--- config.mk ---
export PLATFORM = sky130hd
export DESIGN_NAME = adex_neuron_scheduler
export DESIGN_NICKNAME = d
export VERILOG_FILES = /design/src/rtl/adex_pkg.sv /design/src/rtl/adex_adapt_update.sv /design/src/rtl/adex_neuron_scheduler.sv
export SDC_FILE = /design/constraint.sdc
export NUM_CORES = 1
export LEC_CHECK = 0
export BUFFER_PORTS_ARGS = -buffer_cell sky130_fd_sc_hd__buf_2
export CAP_MARGIN = 0
export CORE_MARGIN = 2
export CORE_UTILIZATION = 64
export CTS_BUF_LIST = sky130_fd_sc_hd__clkbuf_4 sky130_fd_sc_hd__clkbuf_8
export DETAILED_ROUTE_END_ITERATION = 16
export PLACE_DENSITY = 0.88
export SYNTH_ARGS = -nofsm -noshare
export SYNTH_HDL_FRONTEND = slang
export SYNTH_HIERARCHICAL = 1
export SYNTH_SLANG_ARGS = --single-unit
--- constraint.sdc ---
create_clock -name clk -period 7.5 [get_ports clk]
set_clock_uncertainty 0.15 [all_clocks]
set_input_delay 0 -clock clk [delete_from_list [all_inputs] [get_ports clk]]
set_output_delay 0 -clock clk [all_outputs]
set_load 0.03 [all_outputs]
--- src/rtl/adex_pkg.sv ---
// Shared constants, saturation helper and FSM state type for the AdEx neuron scheduler.
package adex_pkg;

  localparam logic signed [15:0] V_PEAK  = 16'sd20;
  localparam logic signed [15:0] V_RESET = -16'sd65;
  localparam logic signed [15:0] E_L     = -16'sd70;
  localparam logic signed [15:0] B_INC   = 16'sd8;
  localparam logic signed [15:0] A_GAIN  = 16'sd2;
  localparam int                 TAU_SHIFT = 4;

  typedef enum logic [2:0] {
    S_IDLE,
    S_FETCH,
    S_LOAD,
    S_CALC,
    S_WRITE,
    S_SPIKE,
    S_FIN
  } state_t;

  function automatic logic signed [15:0] sat16(input logic signed [31:0] x);
    if (x > 32'sd32767)
      return 16'sh7fff;
    else if (x < -32'sd32768)
      return 16'sh8000;
    else
      return x[15:0];
  endfunction

endpackage

--- src/rtl/adex_adapt_update.sv ---
// Adaptation current update: subthreshold drift toward A_GAIN*(v-E_L) plus the spike increment.
module adex_adapt_update
  import adex_pkg::*;
(
  input  logic signed [15:0] v,
  input  logic signed [15:0] u,
  output logic signed [15:0] u_new,
  output logic signed [15:0] u_spk
);

  logic signed [31:0] drive;
  logic signed [31:0] u_sum;
  logic signed [31:0] u_inc;

  always_comb begin
    drive = 32'(A_GAIN) * (32'(v) - 32'(E_L)) - 32'(u);
    u_sum = 32'(u) + (drive >>> TAU_SHIFT);
    u_new = sat16(u_sum);
    // Increment applies to the already saturated u_new, then saturates again.
    u_inc = 32'(u_new) + 32'(B_INC);
    u_spk = sat16(u_inc);
  end

endmodule

--- src/rtl/adex_neuron_scheduler.sv ---
// Walks every neuron once per timestep through the shared v datapath and emits spike events.
// state | meaning: IDLE wait start | FETCH current read | LOAD operands | CALC sample result
//                  WRITE write-back | SPIKE wait spike_ready | FIN done pulse
module adex_neuron_scheduler
  import adex_pkg::*;
#(
  parameter int N_NEURONS = 16,
  parameter int IDX_W     = 4
) (
  input  logic                    clk,
  input  logic                    rst_n,
  input  logic                    start,
  input  logic signed [15:0]      dt,
  output logic                    busy,
  output logic                    done,
  output logic [IDX_W-1:0]        cur_idx,
  output logic                    cur_rd,
  input  logic signed [15:0]      cur_I,
  output logic signed [15:0]      dp_v,
  output logic signed [15:0]      dp_u,
  output logic signed [15:0]      dp_I,
  output logic signed [15:0]      dp_dt,
  input  logic signed [31:0]      dp_v_next,
  output logic                    spike_valid,
  output logic [IDX_W-1:0]        spike_idx,
  input  logic                    spike_ready,
  input  logic [IDX_W-1:0]        rd_idx,
  output logic signed [15:0]      rd_v,
  output logic signed [15:0]      rd_u
);

  state_t state, state_nx;

  logic [IDX_W-1:0]   idx;
  logic signed [15:0] dt_q;
  logic signed [15:0] v_mem [N_NEURONS];
  logic signed [15:0] u_mem [N_NEURONS];
  logic signed [15:0] vs_q, un_q, us_q;
  logic               spk_q;
  logic signed [15:0] vs_w, un_w, us_w;
  logic               last, advance;

  adex_adapt_update u_adapt (
    .v     (dp_v),
    .u     (dp_u),
    .u_new (un_w),
    .u_spk (us_w)
  );

  assign vs_w    = sat16(dp_v_next);
  assign last    = (idx == IDX_W'(N_NEURONS - 1));
  assign cur_idx = idx;
  assign rd_v    = v_mem[rd_idx];
  assign rd_u    = u_mem[rd_idx];

  always_ff @(posedge clk or negedge rst_n) begin
    if (!rst_n)
      state <= S_IDLE;
    else
      state <= state_nx;
  end

  always_comb begin
    state_nx = state;
    busy     = 1'b1;
    done     = 1'b0;
    cur_rd   = 1'b0;
    advance  = 1'b0;
    case (state)
      S_IDLE: begin
        busy = 1'b0;
        if (start) state_nx = S_FETCH;
      end
      S_FETCH: begin
        cur_rd   = 1'b1;
        state_nx = S_LOAD;
      end
      S_LOAD:  state_nx = S_CALC;
      S_CALC:  state_nx = S_WRITE;
      S_WRITE: begin
        if (spk_q) state_nx = S_SPIKE;
        else       advance  = 1'b1;
      end
      S_SPIKE: advance = spike_ready;
      S_FIN: begin
        busy     = 1'b0;
        done     = 1'b1;
        state_nx = S_IDLE;
      end
      default: state_nx = S_IDLE;
    endcase
    if (advance) state_nx = last ? S_FIN : S_FETCH;
  end

  always_ff @(posedge clk or negedge rst_n) begin
    if (!rst_n) begin
      idx         <= '0;
      dt_q        <= '0;
      dp_v        <= '0;
      dp_u        <= '0;
      dp_I        <= '0;
      dp_dt       <= '0;
      vs_q        <= '0;
      un_q        <= '0;
      us_q        <= '0;
      spk_q       <= 1'b0;
      spike_valid <= 1'b0;
      spike_idx   <= '0;
      for (int i = 0; i < N_NEURONS; i++) begin
        v_mem[i] <= E_L;
        u_mem[i] <= '0;
      end
    end else begin
      case (state)
        S_IDLE: if (start) begin
          dt_q <= dt;
          idx  <= '0;
        end
        S_LOAD: begin
          dp_v  <= v_mem[idx];
          dp_u  <= u_mem[idx];
          dp_I  <= cur_I;
          dp_dt <= dt_q;
        end
        S_CALC: begin
          vs_q  <= vs_w;
          un_q  <= un_w;
          us_q  <= us_w;
          spk_q <= (vs_w >= V_PEAK);
        end
        S_WRITE: begin
          if (spk_q) begin
            v_mem[idx]  <= V_RESET;
            u_mem[idx]  <= us_q;
            spike_valid <= 1'b1;
            spike_idx   <= idx;
          end else begin
            v_mem[idx] <= vs_q;
            u_mem[idx] <= un_q;
          end
        end
        S_SPIKE: if (spike_ready) spike_valid <= 1'b0;
        default: ;
      endcase
      if (advance && !last) idx <= idx + IDX_W'(1);
    end
  end

endmodule

# Word-level counts from Yosys, hierarchy flattened
# Index checks and enable logic that the tools add are counted.
dict set report totals {
  regBits 653
  out_inout_bits 108
  elab_cells 131
  inputBits 72
}
dict set report classes {
  addsub 5
  n_eq_ne 12
  n_lt_le_gt_ge 10
  n_mux 41
  reduce_logical 13
  bitwise 5
}
# cell count
set ops {}
lappend ops {{$bwmux 256} 3}
lappend ops {{$mux 256} 2}
lappend ops {{$bmux 16 s4} 4}
lappend ops {{$mux 16} 15}
lappend ops {{$or 240x240->240} 1}
lappend ops {{$gt 32x16->1 const B} 3}
lappend ops {{$lt 32x16->1 const B} 3}
lappend ops {{$demux 16 s4} 1}
lappend ops {{$add 16x28->29} 1}
lappend ops {{$sub 18x16->19} 1}
lappend ops {{$pmux 3 s6} 1}
lappend ops {{$add 16x5->17 const B} 1}
lappend ops {{$sub 16x8->17 const B} 1}
lappend ops {{$and 16x16->16} 1}
lappend ops {{$ge 16x6->1 const B} 1}
lappend ops {{$not 16->16} 1}
lappend ops {{$mux 3} 4}
lappend ops {{$mux 4} 3}
lappend ops {{$ge 5x5->1 const B} 2}
lappend ops {{$not 4->5} 2}
lappend ops {{$eq 3x3->1 const B} 3}
lappend ops {{$eq 3x2->1 const B} 2}
lappend ops {{$mux 1} 6}
lappend ops {{$ne 2x2->1 const B} 3}
lappend ops {{13 further kinds} 21}

# Longest topological paths before layout
# Gate-level depths: netlist of run 1.
dict set report logic_depth {
  depth_word 10
  mapped_depth 32
}

# Modules after synthesis
# Netlist of run 1, hierarchy kept.
# mod seq_area_each_um2 instances area_per_inst_um2 cells_per_inst
set by_module_without_submodules {}
lappend by_module_without_submodules {adex_neuron_scheduler 16600.9 1 31940.6 2654}
lappend by_module_without_submodules {adex_adapt_update 0.0 1 2577.5 357}

# Worst setup path before layout of run 1
# OpenSTA, ideal clock, no wires.
dict set report synth_path {
  kind {reg-to-reg}
  start {reg dp_u[1]}
  end {reg us_q[3]}
  path_slack_ns 0.480
  setup_time_ns 0.065
  stages_incl_launch_ff 30
  arrival_time_ns 6.805
  synth_period_minus_slack_ns 7.020
  required_time_ns 7.285
  path_buffers 2
  path_cell_list {dfrtp_1 > inv_1 > ha_1 > nor2b_1 > o21a_1 > o21a_1 > o41a_1 > a221o_1 > a31oi_1 > o21ai_0 > o41ai_1 > xnor2_1 > ha_1 > a21o_1 > a2111oi_0 > o2bb2ai_1 > a41o_1 > buf_2 > buf_1 > o21ai_0 > o21ai_0 > ha_1 > o2111ai_1 > and2_1 > a2111o_1 > nor4b_1 > nand4_1 > o221ai_1 > nand2_1 > nand2_1}
}
dict set report synth_via {
  elab_chain_cells 9
  elab_cells_between_ends 11
}
# item line_no
set synth_lines {}
lappend synth_lines {{start, declared} adex_neuron_scheduler.sv:20} ;# output logic signed [15:0] dp_u,
lappend synth_lines {{start signal, assigned} adex_neuron_scheduler.sv:121} ;# dp_u <= u_mem[idx];
lappend synth_lines {{$sub 18x16->19} adex_adapt_update.sv:16} ;# drive = 32'(A_GAIN) * (32'(v) - 32'(E_L)) - 32'(u);
lappend synth_lines {{$add 16x28->29 *} adex_adapt_update.sv:17} ;# u_sum = 32'(u) + (drive >>> TAU_SHIFT);
lappend synth_lines {{$lt 32x16->1} adex_pkg.sv:24} ;# else if (x < -32'sd32768)
lappend synth_lines {{$mux 16} adex_pkg.sv:24}
lappend synth_lines {{$mux 16 *} adex_pkg.sv:22} ;# if (x > 32'sd32767)
lappend synth_lines {{named net un_w[3]} adex_neuron_scheduler.sv:40} ;# logic signed [15:0] vs_w, un_w, us_w;
lappend synth_lines {{$add 16x5->17 *} adex_adapt_update.sv:20} ;# u_inc = 32'(u_new) + 32'(B_INC);
lappend synth_lines {{$lt 32x16->1} adex_pkg.sv:24}
lappend synth_lines {{$mux 16} adex_pkg.sv:24}
lappend synth_lines {{$mux 16 *} adex_pkg.sv:22}
lappend synth_lines {{named net us_w[3]} adex_neuron_scheduler.sv:40}
lappend synth_lines {{end signal, assigned} adex_neuron_scheduler.sv:128} ;# us_q <= us_w;
lappend synth_lines {{end, declared} adex_neuron_scheduler.sv:38} ;# logic signed [15:0] vs_q, un_q, us_q;
# Mark *: on every way through the listed nets, which the timed path passes. The rest lies on a longest branch.
# A chain may end at the register's enable or synchronous reset.

# Worst setup path in the final report of run 1
dict set report layout_path {
  start {reg dp_v[1]}
  end {reg us_q[4]}
}
dict set report layout_via {
  elab_chain_cells 10
  elab_cells_between_ends 12
}
# item line_no
set layout_lines {}
lappend layout_lines {{start, declared} adex_neuron_scheduler.sv:19} ;# output logic signed [15:0] dp_v,
lappend layout_lines {{start signal, assigned} adex_neuron_scheduler.sv:120} ;# dp_v <= v_mem[idx];
lappend layout_lines {{$sub 16x8->17 *} adex_adapt_update.sv:16}
lappend layout_lines {{$sub 18x16->19 *} adex_adapt_update.sv:16}
lappend layout_lines {{$add 16x28->29 *} adex_adapt_update.sv:17}
lappend layout_lines {{$lt 32x16->1} adex_pkg.sv:24}
lappend layout_lines {{$mux 16} adex_pkg.sv:24}
lappend layout_lines {{$mux 16 *} adex_pkg.sv:22}
lappend layout_lines {{named net un_w[4]} adex_neuron_scheduler.sv:40}
lappend layout_lines {{$add 16x5->17 *} adex_adapt_update.sv:20}
lappend layout_lines {{$lt 32x16->1} adex_pkg.sv:24}
lappend layout_lines {{$mux 16} adex_pkg.sv:24}
lappend layout_lines {{$mux 16 *} adex_pkg.sv:22}
lappend layout_lines {{named net us_w[4]} adex_neuron_scheduler.sv:40}
# Marked as above.

==> reports/metrics.cfg, run 1 <==
[finish]
final_common_cell = nand2_1
syn2layout_area_growth_pct = 14.0
utilization_pct = 73.4
nets = 3355
top_regs = u_mem: 256 flops, v_mem: 256 flops
fin_cells = 4033
drive_gt1_share_pct = 29.5
final_cell_mix = nand2_1, o21ai_0, dfrtp_1

[drt]
vias_per_cell = 7.25
drt-initial-drc-count = 4455
final_antenna_net_count = 0
wl_mm = 119
drc_errors = 0
routedWlPerCell_um = 29.5
num_vias = 29200
firstDrtPassIters = 6

[global_route]
grt_pass1_vias = 30500
grt_overflow = 0
grtUsageTotal_pct = 43.5
grt_max_degree = 167
grt_pass1_wl_mm = 182
antenna_found_initial = 9

[floorplan]
initial_utilization_pct = 64.4
io_pins = 180
dieArea_sq_mm = 0.0558
rows = 85
die_w_um = 236
die_height_um = 236
core_sq_mm = 0.0536

[min_path]
hold_class = in -> async

[sta]
hold_violations = 0
maxSlewHeadroom_pct = 9.90
fin_crit_sh_pct = 94.4
final_max_slew_viol_count = 0
fin_crit_ns = 7.08
worst_slew_pin_slew_ns = 1.31
max_freq_mhz = 141
setup_viol_count_final = 0
rsz0062_at_grt = no
setup_total_negative_slack_ns = 0

[power]
static-leakage-power_nw = 17.1
p_total_mw = 18.3
power_density_mw_per_mm2 = 466
peakVddDrop_uv = 440

[yosys]
yosysSeqAreaShare_pct = 48.1
syn_area_per_cell_sq_um = 11.5
netlist_instances = 3011
synthFlopType = dfrtp_1
ys_warn_count = 6
syn-cell-area_sq_mm = 0.0345
synth-edff-count = 0
synth_cell_types = 88
synth_async_sr_flop_share_pct = 100
ys_ff_latch = 653
synth_nets = 3124

[cts]
cts_made_buffers = 105
cts_tree = done
htreeDepth = 3
root_buffer = clkbuf_8
clock-sinks = 653
postCtsSetupBuffers = 0
clock_latency_ns = 0.83
clock_path_buffers = 3
clk_pin_slew_ns = 0.08

[worst_setup_path]
cp_common_cell = ha_1
critPathLaunchType = register
critPathLaunch = dp_v[1]
cp_max_fo = 4
cp-end-kind = register
crit_slowest_cell = a2111oi_0
crit_type = reg -> reg
reg2reg_from = dp_v[1]
critPathRequiredTime_ns = 7.98
arrival_ns = 7.56
slowest_delay_ns = 0.46

[placed_design]
placed_cells = 3690
place_hpwl_mm = 61.9
gp_congestion = 0.948
numPortBuffers = 179

[outcome]
status = completed

[job]
cap_violations = 0

-- worst max-delay path: cells and delay by family, from the launching register on --
kind | cells | cell delay [ns]
AOI/OAI and AO/OA | 12 | 3.41
adders and majority gates | 5 | 1.50
and+or+nand+nor | 6 | 0.83
DFF | 1 | 0.39
buffers and inverters | 2 | 0.29
xor gates and xnor gates | 2 | 0.39
-- kinds of logic (layout without fill, tap and decap cells) --
kind of cell,after synthesis,in the layout,synth area share (%)
DFF,653,653,48.1
buffers and inverters,285,605,4.06
adders and majority gates,50,50,1.77
xor gates and xnor gates,42,42,1.07
AOI/OAI and AO/OA,685,685,11.2
muxes,420,420,23.3
other,0,6,0
and+or+nand+nor,876,876,10.5
-- metrics by stage --
stage	hold slack, ns	setup WS, ns	area (sq um)
after global routing	0.109	0.00281	39300
after detailed placement	-0.0127	0.353	35600
after global placement	-0.0321	0.444	35600
after CTS	0.000180	0.283	39300
final	0.0286	0.422	39400
after floorplan	-0.446	0.480	34500
-- layer usage --
metal | GRT usage [%] | part of all wire [%]
met1 | 50.2 | 31
met2 | 65.7 | 45
met3 | 16.1 | 13
met4 | 34.7 | 10
met5 | 0 | 0.050
-- synthesized netlist by cell type, types with 4 or more instances --
cell type	instances	area share, %
a211oi_1	6	0.13
a21o_1	9	0.20
a21oi_1	25	0.36
a31oi_1	4	0.072
and2_1	6	0.11
and3_1	8	0.14
buf_1	19	0.21
buf_2	30	0.43
buf_4	7	0.15
buf_6	15	0.49
clkbuf_1	164	1.8
clkbuf_8	11	0.44
dfrtp_1	445	32
dfstp_2	208	16
ha_1	40	1.4
inv_1	34	0.37
maj3_1	9	0.26
mux2_2	53	1.7
mux2i_1	79	2.3
mux4_1	43	3.3
mux4_2	239	16
mux4_4	6	0.43
nand2_1	688	7.5
nand2b_1	6	0.11
nand3_1	33	0.48
nand4_1	10	0.18
nor2_1	71	0.77
nor2b_1	9	0.16
nor3_1	6	0.087
nor4_1	10	0.18
o211ai_1	5	0.11
o21a_1	15	0.33
o21ai_0	542	7.9
o221ai_1	33	0.84
o41ai_1	6	0.15
xnor2_1	26	0.66
xor2_1	16	0.41
-- cell type report --
type                    instances  area (sq um)
diodes                          6          15.0
clock buffers                 182          2200
multi-input cells            2073         16600
fillers                      3192         14200
repair buffers                373          2770
inverters                      36           136
clock inverters                14           135
flip-flops and latches        653         16600
well taps                     696           871
-- report_power, final --
group / switching (mW) / internal (mW) / total, mW
sequential: 0.849 / 4.43 / 5.28
combinational: 5.90 / 3.67 / 9.57
clock: 1.59 / 1.90 / 3.50
total: 8.34 / 10.0 / 18.3
-- what timing repair did --
action | CTS | global route
endpoints found under the setup margin | 0 | 8
hold endpoints to repair | 170 | 0
hold buffers | 141 | 0
gates resized for setup | 0 | 6
-- worst paths after layout --
check,to,slack (ns),cells after the start
max,us_q[4],0.42,27
min,v_mem[11],0.03,2
max reg2reg,us_q[4],0.42,27
min reg2reg,un_q[13],0.32,2
max in group asynchronous,cur_idx[0],6.04,3
min in group clk,vs_q[1],0.11,4
Note: power is estimated with default switching activity, not from simulation.
==> inputs of run 2 (changes only) <==
--- a/config.mk
+++ b/config.mk
@@ -8,10 +8,10 @@
 export BUFFER_PORTS_ARGS = -buffer_cell sky130_fd_sc_hd__buf_2
 export CAP_MARGIN = 0
 export CORE_MARGIN = 2
-export CORE_UTILIZATION = 64
+export CORE_UTILIZATION = 45
 export CTS_BUF_LIST = sky130_fd_sc_hd__clkbuf_4 sky130_fd_sc_hd__clkbuf_8
 export DETAILED_ROUTE_END_ITERATION = 16
-export PLACE_DENSITY = 0.88
+export PLACE_DENSITY = 0.67
 export SYNTH_ARGS = -nofsm -noshare
 export SYNTH_HDL_FRONTEND = slang
 export SYNTH_HIERARCHICAL = 1
==> run 2 against run 1 <==
  * Sequential power is 3% lower
  * Sequential cell count stayed put
  * Utilization is 21 points lower
  * First-iteration DRC count is 45% lower
  * Power is 3.6% lower
  * Maximum frequency is 3.1% higher
  * Global-route usage is 17 points lower
  * Combinational power is 4.7% lower
  * Clock power is 2% lower
  * Cell count is 7.9% higher
  * Critical path depth is 3 higher
  * Register-to-register slack better by 0.21 ns
  * Critical endpoint unchanged
  * Highest routed layer is now met4
==> reports/metrics.cfg, run 2 (synthesis gave the netlist of run 1 again) <==
[worst_setup_path]
crit_buf_inv = 2
cp_common_cell = ha_1
critPathLaunchType = register
reg2reg_from = dp_v[1]
critPathTopFamily = compound AO/OA/AOI/OAI gates
crit_slowest_cell = a221o_1
cp_max_fo = 9
crit_type = reg -> reg
rrSetupSlack_ns = 0.63
critPathRequiredTime_ns = 8.01
worstRegToRegCells = 30
arrival_ns = 7.38
r2r_end = us_q[4]
cp-end-kind = register
slowest_delay_ns = 0.42

[power]
switching_share_pct = 43.9
static-leakage-power_nw = 17.0
p_int_mw = 9.92
pwr-share-seq_pct = 29.0
combPwrFrac_pct = 51.5
clkPwrFrac_pct = 19.5
p_total_mw = 17.7
power_density_mw_per_mm2 = 444
peakVddDrop_uv = 473
switching_power_mw = 7.77

[finish]
syn2layout_area_growth_pct = 15.4
nets = 3346
final_cell_mix = nand2_1, o21ai_0, dfrtp_1
final_area_sq_mm = 0.0398
drive_gt1_share_pct = 29.5
top_regs = u_mem: 256 flops, v_mem: 256 flops
final_common_cell = nand2_1

[drt]
final_antenna_net_count = 0
drt-initial-drc-count = 2443
vias_per_cell = 5.94
routedWlPerCell_um = 24.1
firstDrtPassIters = 6
drc_errors = 0
wl_mm = 105
num_vias = 25800

[sta]
worst_slew_pin_slew_ns = 1.18
setup_viol_count_final = 0
setup_total_negative_slack_ns = 0
rsz0062_at_grt = no
max_freq_mhz = 146
hold_ws_ns = 0.0491
fin_crit_sh_pct = 91.6
fin_crit_ns = 6.87
hold_violations = 0
final_max_slew_viol_count = 0
maxSlewHeadroom_pct = 19.0
fin_ws_ns = 0.632

[placed_design]
gp_congestion = 0.943
dp_slack_ns = 0.243
place_hpwl_mm = 59.0
numPortBuffers = 179
placed_cell_area_sq_mm = 0.0360

[job]
cap_violations = 0

[floorplan]
core_sq_mm = 0.0759
die_w_um = 281
initial_utilization_pct = 45.4
rows = 101
die_height_um = 281
dieArea_sq_mm = 0.0789
io_pins = 180

[global_route]
grtUsageTotal_pct = 26.9
antenna_found_initial = 1
grt_max_degree = 159
grt_overflow = 0
grt_pass1_wl_mm = 160
grt_pass1_vias = 26100

[outcome]
status = completed

[cts]
clock-sinks = 653
clock_latency_ns = 0.75
clk_pin_slew_ns = 0.06
cts_tree = done
clock_path_buffers = 3
cts_made_buffers = 110
root_buffer = clkbuf_8
htreeDepth = 3

[min_path]
hold_class = in -> async

==> run 2: cell count changes in the layout (fill, tap and decap cells not counted), moves of 3 or more <==
| cell | before | now |
|---|---|---|
| buf_4 | 52 | 42 |
| nand3_2 | 17 | 1 |
| diode_2 | 6 | 2 |
| clkinv_2 | 9 | 4 |
| nand3_4 | 0 | 16 |
| clkbuf_8 | 133 | 138 |
| dlygate4sd3_1 | 140 | 137 |
==> run 2: stage by stage <==
step / cells / util, %
6_report: 4351 / 52.5
5_1_grt: 4350 / 52.4
4_1_cts: 4348 / 52.4
2_1_floorplan: 3011 / -
3_5_place_dp: 4013 / 47.4
3_3_place_gp: 4013 / 47.4
==> run 2: power groups by stage <==
stage	Clock, mW	Combinational, mW	Sequential [mW]
2_1_floorplan	0	6.30	5.17
3_3_place_gp	0	8.67	5.12
3_5_place_dp	0	8.71	5.16
4_1_cts	3.48	8.89	5.11
5_1_grt	3.65	9.89	5.22
6_report	3.44	9.12	5.13
==> run 2: layout make-up <==
| cell class | instances | area [sq um] |
|---|---|---|
| Fill cell | 6575 | 36100 |
| Multi-Input combinational cell | 2073 | 16800 |
| Sequential cell | 653 | 16600 |
| Timing Repair Buffer | 359 | 2640 |
| Clock buffer | 186 | 2250 |
| Tap cell | 1030 | 1290 |
| Inverter | 36 | 138 |
| Clock inverter | 12 | 131 |
| Antenna cell | 2 | 5.00 |
==> run 2: worst max-delay path by stage <==
stage | start | to | slack [ns] | cells after the start
after floorplan | dp_u[1] | us_q[3] | 0.48 | 29
after global placement | dp_v[1] | us_q[4] | 0.41 | 27
after detailed placement | dp_v[1] | us_q[4] | 0.24 | 27
after CTS | dp_v[1] | us_q[4] | 0.19 | 27
after global routing | dp_v[1] | us_q[3] | 0.07 | 29
final | dp_v[1] | us_q[4] | 0.63 | 30
==> run 2: repair_timing <==
| item | in CTS | in global routing |
|---|---|---|
| endpoints found under the setup margin | 0 | 10 |
| buffers inserted | 0 | 1 |
| hold buffers | 137 | 0 |
| hold endpoints to repair | 519 | 0 |
| resized for setup | 0 | 9 |
==> run 2: per-layer routing <==
layer	vias to the layer above	GRT usage [%]	wire length [um]
li1	11400	-	-
met1	13200	35.0	42100
met2	1019	44.0	50800
met3	256	5.54	7650
met4	0	11.0	4040
met5	-	0	0
